<file path="src/rtl/uart_tx_fifo.sv">
// Byte FIFO draining into an 8N1 UART transmitter, LSB first.
// Define UART_TX_PARITY_EN to insert an even-parity bit (8E1 framing).
module uart_tx_fifo #(
    parameter int unsigned CLK_FREQ   = 20000000,
    parameter int unsigned BAUD       = 115200,
    parameter int unsigned FIFO_DEPTH = 16
) (
    input  logic       clk,
    input  logic       rst,
    input  logic       wr_en,
    input  logic [7:0] wr_data,
    output logic       fifo_full,
    output logic       fifo_empty,
    output logic [1:0] fifo_state,
    output logic       overflow,
    output logic       tx_busy,
    output logic       tx
);

    localparam int unsigned DIV   = CLK_FREQ / BAUD;
    localparam int unsigned PtrW  = $clog2(FIFO_DEPTH);
    localparam int unsigned CntW  = $clog2(FIFO_DEPTH + 1);
    localparam int unsigned BaudW = (DIV > 1) ? $clog2(DIV) : 1;

`ifdef UART_TX_PARITY_EN
    typedef enum logic [2:0] {StIdle, StStart, StData, StParity, StStop} state_e;
`else
    typedef enum logic [1:0] {StIdle, StStart, StData, StStop} state_e;
`endif

    state_e            state_q, state_d;
    logic [BaudW-1:0]  baud_q, baud_d;
    logic [2:0]        bit_idx_q, bit_idx_d;
    logic [7:0]        shift_q, shift_d;
    logic              tx_q, tx_d;
`ifdef UART_TX_PARITY_EN
    logic              parity_q, parity_d;
`endif

    logic [7:0]        mem_q [FIFO_DEPTH];
    logic [PtrW-1:0]   wr_ptr_q, wr_ptr_d, rd_ptr_q, rd_ptr_d;
    logic [CntW-1:0]   count_q, count_d;
    logic              fifo_full_q, fifo_full_d, fifo_empty_q, fifo_empty_d;
    logic [1:0]        fifo_state_q, fifo_state_d;
    logic              overflow_q, overflow_d;
    logic              push, pop, baud_last;

    assign baud_last = (baud_q == BaudW'(DIV - 1));

    // Serialiser; tx is registered from the current state, so it trails state by one cycle.
    always_comb begin
        state_d   = state_q;
        baud_d    = baud_last ? '0 : baud_q + 1'b1;
        bit_idx_d = bit_idx_q;
        shift_d   = shift_q;
        tx_d      = 1'b1;
        pop       = 1'b0;
`ifdef UART_TX_PARITY_EN
        parity_d  = parity_q;
`endif
        case (state_q)
            StIdle: begin
                baud_d = '0;
                if (!fifo_empty_q) begin
                    pop     = 1'b1;
                    state_d = StStart;
                end
            end
            StStart: begin
                tx_d = 1'b0;
                if (baud_last) begin
                    state_d   = StData;
                    bit_idx_d = 3'd0;
                end
            end
            StData: begin
                tx_d = shift_q[0];
                if (baud_last) begin
                    shift_d = {1'b0, shift_q[7:1]};
                    if (bit_idx_q == 3'd7) begin
`ifdef UART_TX_PARITY_EN
                        state_d = StParity;
`else
                        state_d = StStop;
`endif
                    end else begin
                        bit_idx_d = bit_idx_q + 3'd1;
                    end
                end
            end
`ifdef UART_TX_PARITY_EN
            StParity: begin
                tx_d = parity_q;
                if (baud_last) state_d = StStop;
            end
`endif
            StStop: begin
                tx_d = 1'b1;
                if (baud_last) begin
                    if (!fifo_empty_q) begin
                        pop     = 1'b1;
                        state_d = StStart;
                    end else begin
                        state_d = StIdle;
                    end
                end
            end
            default: state_d = StIdle;
        endcase
        if (pop) begin
            shift_d  = mem_q[rd_ptr_q];
`ifdef UART_TX_PARITY_EN
            parity_d = ^mem_q[rd_ptr_q];
`endif
        end
    end

    // FIFO bookkeeping; a write while full is dropped even if a pop frees a slot this cycle.
    always_comb begin
        push         = wr_en && !fifo_full_q;
        overflow_d   = overflow_q | (wr_en & fifo_full_q);
        wr_ptr_d     = push ? wr_ptr_q + 1'b1 : wr_ptr_q;
        rd_ptr_d     = pop ? rd_ptr_q + 1'b1 : rd_ptr_q;
        count_d      = count_q + CntW'(push) - CntW'(pop);
        fifo_full_d  = (count_d == CntW'(FIFO_DEPTH));
        fifo_empty_d = (count_d == '0);
        if (count_d == '0) begin
            fifo_state_d = 2'b00;
        end else if (count_d < CntW'(FIFO_DEPTH / 2)) begin
            fifo_state_d = 2'b01;
        end else if (count_d < CntW'(FIFO_DEPTH)) begin
            fifo_state_d = 2'b10;
        end else begin
            fifo_state_d = 2'b11;
        end
    end

    always_ff @(posedge clk) begin
        if (push) mem_q[wr_ptr_q] <= wr_data;
    end

    always_ff @(posedge clk) begin
        if (rst) begin
            state_q      <= StIdle;
            baud_q       <= '0;
            bit_idx_q    <= 3'd0;
            shift_q      <= 8'h00;
            tx_q         <= 1'b1;
`ifdef UART_TX_PARITY_EN
            parity_q     <= 1'b0;
`endif
            wr_ptr_q     <= '0;
            rd_ptr_q     <= '0;
            count_q      <= '0;
            fifo_full_q  <= 1'b0;
            fifo_empty_q <= 1'b1;
            fifo_state_q <= 2'b00;
            overflow_q   <= 1'b0;
        end else begin
            state_q      <= state_d;
            baud_q       <= baud_d;
            bit_idx_q    <= bit_idx_d;
            shift_q      <= shift_d;
            tx_q         <= tx_d;
`ifdef UART_TX_PARITY_EN
            parity_q     <= parity_d;
`endif
            wr_ptr_q     <= wr_ptr_d;
            rd_ptr_q     <= rd_ptr_d;
            count_q      <= count_d;
            fifo_full_q  <= fifo_full_d;
            fifo_empty_q <= fifo_empty_d;
            fifo_state_q <= fifo_state_d;
            overflow_q   <= overflow_d;
        end
    end

    assign fifo_full  = fifo_full_q;
    assign fifo_empty = fifo_empty_q;
    assign fifo_state = fifo_state_q;
    assign overflow   = overflow_q;
    assign tx_busy    = (state_q != StIdle);
    assign tx         = tx_q;

endmodule
</file>
<file path="config.mk">
export PLATFORM = sky130hd
export DESIGN_NAME = uart_tx_fifo
export DESIGN_NICKNAME = d
export VERILOG_FILES = /design/src/rtl/uart_tx_fifo.sv
export SDC_FILE = /design/constraint.sdc
export NUM_CORES = 1
export LEC_CHECK = 0
export ABC_AREA = 1
export CAP_MARGIN = 20
export CELL_PAD_IN_SITES_DETAIL_PLACEMENT = 1
export CELL_PAD_IN_SITES_GLOBAL_PLACEMENT = 1
export CORE_UTILIZATION = 35
export CTS_CLUSTER_DIAMETER = 100
export CTS_CLUSTER_SIZE = 8
export DETAILED_ROUTE_END_ITERATION = 7
export GPL_ROUTABILITY_DRIVEN = 0
export HOLD_SLACK_MARGIN = 0.06
export PLACE_DENSITY_LB_ADDON = 0.05
export SYNTH_ARGS = -nofsm -noshare
export SYNTH_HDL_FRONTEND = slang
export SYNTH_SLANG_ARGS = --single-unit
export TNS_END_PERCENT = 5
</file>
<file path="constraint.sdc">
create_clock -name clk -period 4.7 [get_ports clk]
set_input_delay 0.94 -clock clk [delete_from_list [all_inputs] [get_ports clk]]
set_output_delay 0.94 -clock clk [all_outputs]
set_load 0.005 [all_outputs]
</file>
== Word-level counts from Yosys, hierarchy flattened ==
Memory sizes are Yosys's and may differ from the RTL's. A register that Yosys moved wholly into a read port is not among the register bits.
Cells that the tools add are included.

* Word-level logic and storage cells: 74
* Input port bits: 11
* Memories: 1
* Output and inout bits: 7
* Bits in registers: 40
* Bits in writable memories: 128

{| class="wikitable"
|+ Memory list
! name !! words !! width !! read ports !! clocked after memory_dff !! wr ports !! line !! text
|-
| mem_q || 16 || 8 || 1 || 1 || 1 || 40 || <nowiki>logic [7:0] mem_q [FIFO_DEPTH];</nowiki>
|}

* Reduce and logical (&&, ||, !) cells: 14
* Muxes and demuxes: 24
* Magnitude comparators: 2
* $add $sub $neg: 6
* Bitwise gates (word level): 2
* Equality and inequality tests: 12

{| class="wikitable"
|+ Operators by type and width
! kind !! number
|-
| 2-to-1 mux 8 bit || 3
|-
| != test 2 bit, second input constant || 6
|-
| 2-to-1 mux 2 bit || 5
|-
| 2-to-1 mux 3 bit || 3
|-
| adder 4 x 1 -> 4 bit, second input constant || 2
|-
| adder 8 x 1 -> 8 bit, second input constant || 1
|-
| == test 8 bit, second input constant || 1
|-
| 2-to-1 mux 4 bit || 2
|-
| case mux 2 bit (4 select lines) || 1
|-
| nonzero test 2 bit || 4
|-
| 2-to-1 mux 1 bit || 7
|-
| case mux 3 bit (2 select lines) || 1
|-
| OR reduction 3 bit || 2
|-
| adder 5 x 1 -> 5 bit || 1
|-
| == test 5 bit, second input constant || 1
|-
| zero test 5 bit || 1
|-
| < comparator 5 x 4 -> 1 bit, second input constant || 1
|-
| < comparator 5 bit, second input constant || 1
|-
| AND reduction 5 bit || 1
|-
| subtractor 5 x 1 -> 5 bit || 1
|-
| == test 2 bit, second input constant || 2
|-
| case mux 1 bit (2 select lines) || 2
|-
| AND reduction 4 bit || 1
|-
| adder 3 x 1 -> 3 bit, second input constant || 1
|-
| other kinds (9) || 9
|}

== Logic depth before layout (Yosys ltp) ==
* Depth in word-level cells: 7
* Depth in mapped cells: 19
* Depth with buffers taken out: 18

== Worst setup path after synthesis ==
Ideal clock, no wire load.

* Path type: register to register
* From: register state_q[0]
* To: register fifo_full_q (netlist: fifo_full)
* Path buffers: 1
* Data required time: 4584 ps
* Stages on the path, launching flop included: 16
* Period minus slack after synthesis: 2807 ps
* Library setup time: 116 ps
* Data arrival time: 2691 ps
* Setup slack: 1893 ps
* Path through: dfxtp_1 inv_1 ha_1 nor3_1 nand2_2 buf_6 nor2_2 inv_1 nand2_1 ha_1 inv_1 fa_1 o21ai_0 xor2_1 nor2_1 and3_1

* Cells in the longest elaborated chain, start to end: 4
* Elaborated cells on any way between the ends: 5
* Those cells by class: add/sub: 1; eq/ne: 2; mux: 1; reduce/logical: 1

{| class="wikitable"
|+ Ends and longest elaborated chain
! item !! line !! text
|-
| from (decl) || 31 || <nowiki>state_e state_q, state_d;</nowiki>
|-
| from (signal assigned) || 144 || <nowiki>state_q <= StIdle;</nowiki>
|-
| from (signal assigned) || 160 || <nowiki>state_q <= state_d;</nowiki>
|-
| == test 2 bit / zero test 2 bit (equally long branches) || 61 || <nowiki>case (state_q)</nowiki>
|-
| case mux 1 bit (2 select lines) (*) || 61 ||
|-
| subtractor 5 x 1 -> 5 bit (*) || 124 || <nowiki>count_d = count_q + CntW'(push) - CntW'(pop);</nowiki>
|-
| == test 5 bit (*) || 125 || <nowiki>fifo_full_d = (count_d == CntW'(FIFO_DEPTH));</nowiki>
|-
| to (signal assigned) || 171 || <nowiki>fifo_full_q <= fifo_full_d;</nowiki>
|-
| to (decl) || 43 || <nowiki>logic fifo_full_q, fifo_full_d, fifo_empty_q, fifo_empty_d;</nowiki>
|}

Every way passes the cells marked *; elsewhere a longest branch is shown, timed or not.
A chain may end at the register's enable or synchronous reset.

== Worst setup path in the final report ==
* From: register state_q[0]
* To: register fifo_state_q[0] (netlist: fifo_state[0])

* Cells in the longest elaborated chain, start to end: 6
* Elaborated cells on any way between the ends: 10
* Those cells by class: add/sub: 1; order compare: 2; eq/ne: 1; mux: 3; reduce/logical: 3

{| class="wikitable"
|+ Ends and longest elaborated chain
! item !! line !! text
|-
| == test 2 bit / zero test 2 bit (equally long branches) || 61 ||
|-
| case mux 1 bit (2 select lines) (*) || 61 ||
|-
| subtractor 5 x 1 -> 5 bit (*) || 124 ||
|-
| < comparator 5 bit || 131 || <nowiki>end else if (count_d < CntW'(FIFO_DEPTH)) begin</nowiki>
|-
| 2-to-1 mux 1 bit || 131 ||
|-
| 2-to-1 mux 1 bit || 129 || <nowiki>end else if (count_d < CntW'(FIFO_DEPTH / 2)) begin</nowiki>
|-
| to (signal assigned) || 173 || <nowiki>fifo_state_q <= fifo_state_d;</nowiki>
|-
| to (decl) || 44 || <nowiki>logic [1:0] fifo_state_q, fifo_state_d;</nowiki>
|}

Marked as above.

==> results.yml <==
logic_synthesis:
  synth_area_leader_cell: "edfxtp_1"
  yosys.area_share.xor_xnor_pct: 0.6999
  synth_top_area_share_pct: 51.19
  yosys.area_share.simple_pct: 22.38
  syn_nets: 803
  ys_warn_count: 0
  synth-compound-area-share_pct: 3.383
  synth_top_family_by_area: "simple AND/OR/NAND/NOR gates"
  synthTopCellsByArea: "edfxtp_1, dfxtp_1, nand2_1"
  syn_area_um2: 7508
  seq_area_frac_synth_pct: 62.92
  muxShareOfSynthArea_pct: 0
  syn-instance-count: 773
  synth_fa_ha_area_share_pct: 3.266
  avgSynthCellArea_um2: 9.713
  synth-seq-cells: 172
  synth_cell_types: 34
die:
  start_util_pct: 35.72
  die_area_um2: 22040
  num_rows: 53
  die_h_um: 148.5
  fp.dieW_um: 148.5
  io_pins: 18
  core_area_um2: 21020
drt:
  firstDrtPassIters: 4
  dr.first_iter.drc_count: 253
  drc_errors: 0
  finalWirelength_um: 19520
  routed_via_density: 4.880
  vias: 5227
  wl_per_cell_um: 18.23
  ant_nets: 0
place:
  placed_area_um2: 7913
  dpl.hpwl_um: 12790
  dp_worst_setup_slack_ns: 1.114
  placedCellCount: 1039
  port_buffers: 17
final_layout:
  layout.nets: 813
  design_area_um2: 8541
  drive_gt1_share_pct: 6.658
  finalNonFillerCells: 1071
  n_antenna_cell: 0
  syn2layout_area_growth_pct: 13.75
timing:
  rsz0062_at_grt: "false"
  slew_violations: 0
  tns_ns: 0
  skew_ns: 0.01210
  post-route-min-period_ns: 3.258
  holdWs_ns: 0.4664
  setup_ws_ns: 1.442
  slew_headroom_pct: 26.62
  post-route-period-util_pct: 69.32
  worstMarginPinSlew_ns: 1.097
  max_freq_ghz: 0.3069
  final-setup-viol-count: 0
  final_hold_viol_count: 0
clock_tree:
  htree_levels: 4
  insertion_delay_ns: 0.43
  cts_buffers: 17
  cts-root-buf: "clkbuf_16"
  postCtsSetupBuffers: 0
  numClockSinks: 172
  tritoncts: "done"
  clockBufferDepth: 2
  cts_hold_buf: 0
  path_clk_slew_ns: 0.07
  cts_resized: 0
worst_setup_path:
  cp.arrival_ns: 3.59
  crit_path_end: "fifo_state[0]"
  r2r-start: "state_q[0]"
  reg2reg_to: "fifo_state[0]"
  cp-start-kind: "flop"
  ff2ff_path_depth: 15
  reg2reg_slack_ns: 1.44
  cp_common_cell: "inv_1"
  critPathMaxStageDelay_ns: 0.43
  worstPathCellList: "inv_1, ha_1, nor3_1, nand2_2, nor2_2, inv_1, nand2_1, ha_1, inv_1, fa_1, o21ai_0, xor2_1, nand3_1, nand2_1, nor2_1"
  startpoint: "state_q[0]"
  crit_type: "reg2reg"
  worstPathMaxFanout: 22
  end_kind: "flop"
  crit_required_ns: 5.03
  cpMaxStageDelayCell: "dfxtp_1"
grt:
  grt_pass1_wl_um: 30690
  grt_pass1_vias: 5487
  grt_max_degree: 65
  grt_util_all_layers_pct: 19.16
  antenna_found_initial: 1
  grt_remaining_overflow: 0
min_path:
  hold_path.class: "reg2reg"
power_and_ir_drop:
  p_per_area_nw_per_um2: 560.7
  ir_drop_mv: 0.2747
  p_leak_nw: 3.395
job:
  maxCapViolCount: 0
outcome:
  status: "finished, final reports clean"
==> worst max-delay path: cells and delay by family, from the launching register on <==
kind                       cells  cell delay (ns)
xor gates and xnor gates       1             0.29
DFF                            1             0.43
buffers and inverters          3             0.25
adders and majority gates      3             0.87
and+or+nand+nor                7             1.08
AOI/OAI and AO/OA              1             0.22
==> report_power, final <==
part / internal, mW / switching [mW]
clock: 0.856 / 0.637
sequential: 1.77 / 0.0764
combinational: 0.460 / 0.994
==> placed cells by master (no fill, tap or decap), types with 2 or more instances in the layout <==
cell,count
xor2_1,2
inv_2,4
a21oi_2,2
edfxtp_1,128
clkinv_4,3
nand4_1,2
bufinv_16,3
clkdlybuf4s50_1,17
clkinvlp_4,2
nand3_1,107
inv_6,5
o21ai_0,9
dfxtp_1,43
inv_1,98
nand2_1,231
clkbuf_16,17
nand2_2,2
nor3_1,3
nor3_2,2
a21oi_1,27
xnor2_1,4
buf_4,4
o21ai_1,2
nor2_1,42
ha_1,18
nor3b_1,3
o21ai_2,3
==> routing by layer <==
metal  GRT usage (%)  up-vias  part of all wire [%]
met5               0        -                     0
li1                -     2540                     -
met4           7.010        0                   1.5
met1           24.54     2586                    45
met3           3.466       19                   3.7
met2           32.24       82                    50
==> layout make-up <==
| type | instances | area (µm²) |
|---|---|---|
| well taps | 275 | 344.1 |
| multi-input cells | 468 | 2232 |
| flip-flops and latches | 172 | 4726 |
| fillers | 2362 | 12480 |
| repair buffers | 22 | 227.7 |
| clock buffers | 17 | 425.4 |
| clock inverters | 15 | 202.7 |
| inverters | 102 | 382.9 |
==> how the worst min path moves through the flow <==
stage	from	end	slack, ns	cells past startpoint
floorplan	baud_q[0]	baud_q[0]	0.43	1
global placement	baud_q[0]	baud_q[0]	0.44	1
detailed placement	baud_q[0]	baud_q[0]	0.45	1
CTS	baud_q[0]	baud_q[0]	0.47	1
global route	bit_idx_q[2]	bit_idx_q[2]	0.50	2
finish	baud_q[0]	baud_q[0]	0.47	1
==> synthesized netlist by cell type <==
master,count
a21oi_2,2
nor3_2,2
buf_4,3
inv_2,4
inv_1,98
dfxtp_1,44
nand2_4,1
buf_1,1
nand2_2,2
nor4_1,1
o21ai_0,9
o21ai_2,3
buf_2,15
nor3_1,3
o21ai_1,2
nand3_1,107
a21oi_1,27
edfxtp_1,128
a31oi_1,1
nor3b_1,3
o211ai_1,1
nand2_1,231
fa_1,1
ha_1,18
xnor2_1,4
nand4_1,2
and3_1,1
clkbuf_1,9
nor2_1,42
buf_6,3
nor2_2,1
o22ai_1,1
xor2_1,2
nand3b_1,1
==> state kept, by name, summed over array words and instances, names as in the netlist, 2 cells and up, named ones only <==
name,count
mem_q,128
wr_ptr_q,4
shift_q,8
fifo_state,2
rd_ptr_q,4
count_q,5
state_q,2
bit_idx_q,3
baud_q,8
==> stage by stage <==
step	power (mW)	utilization (%)
2_1_floorplan	2.889	-
3_3_place_gp	3.313	37.51
3_5_place_dp	3.360	37.64
4_1_cts	4.860	40.63
5_1_grt	5.101	40.63
6_report	4.789	40.63
==> cells by family after synthesis <==
group	after synthesis
xor+xnor	6
buf+inv	133
simple gates	397
flops	172
fa+ha+maj	19
compound gates	46
(Power assumes the default switching activity.)
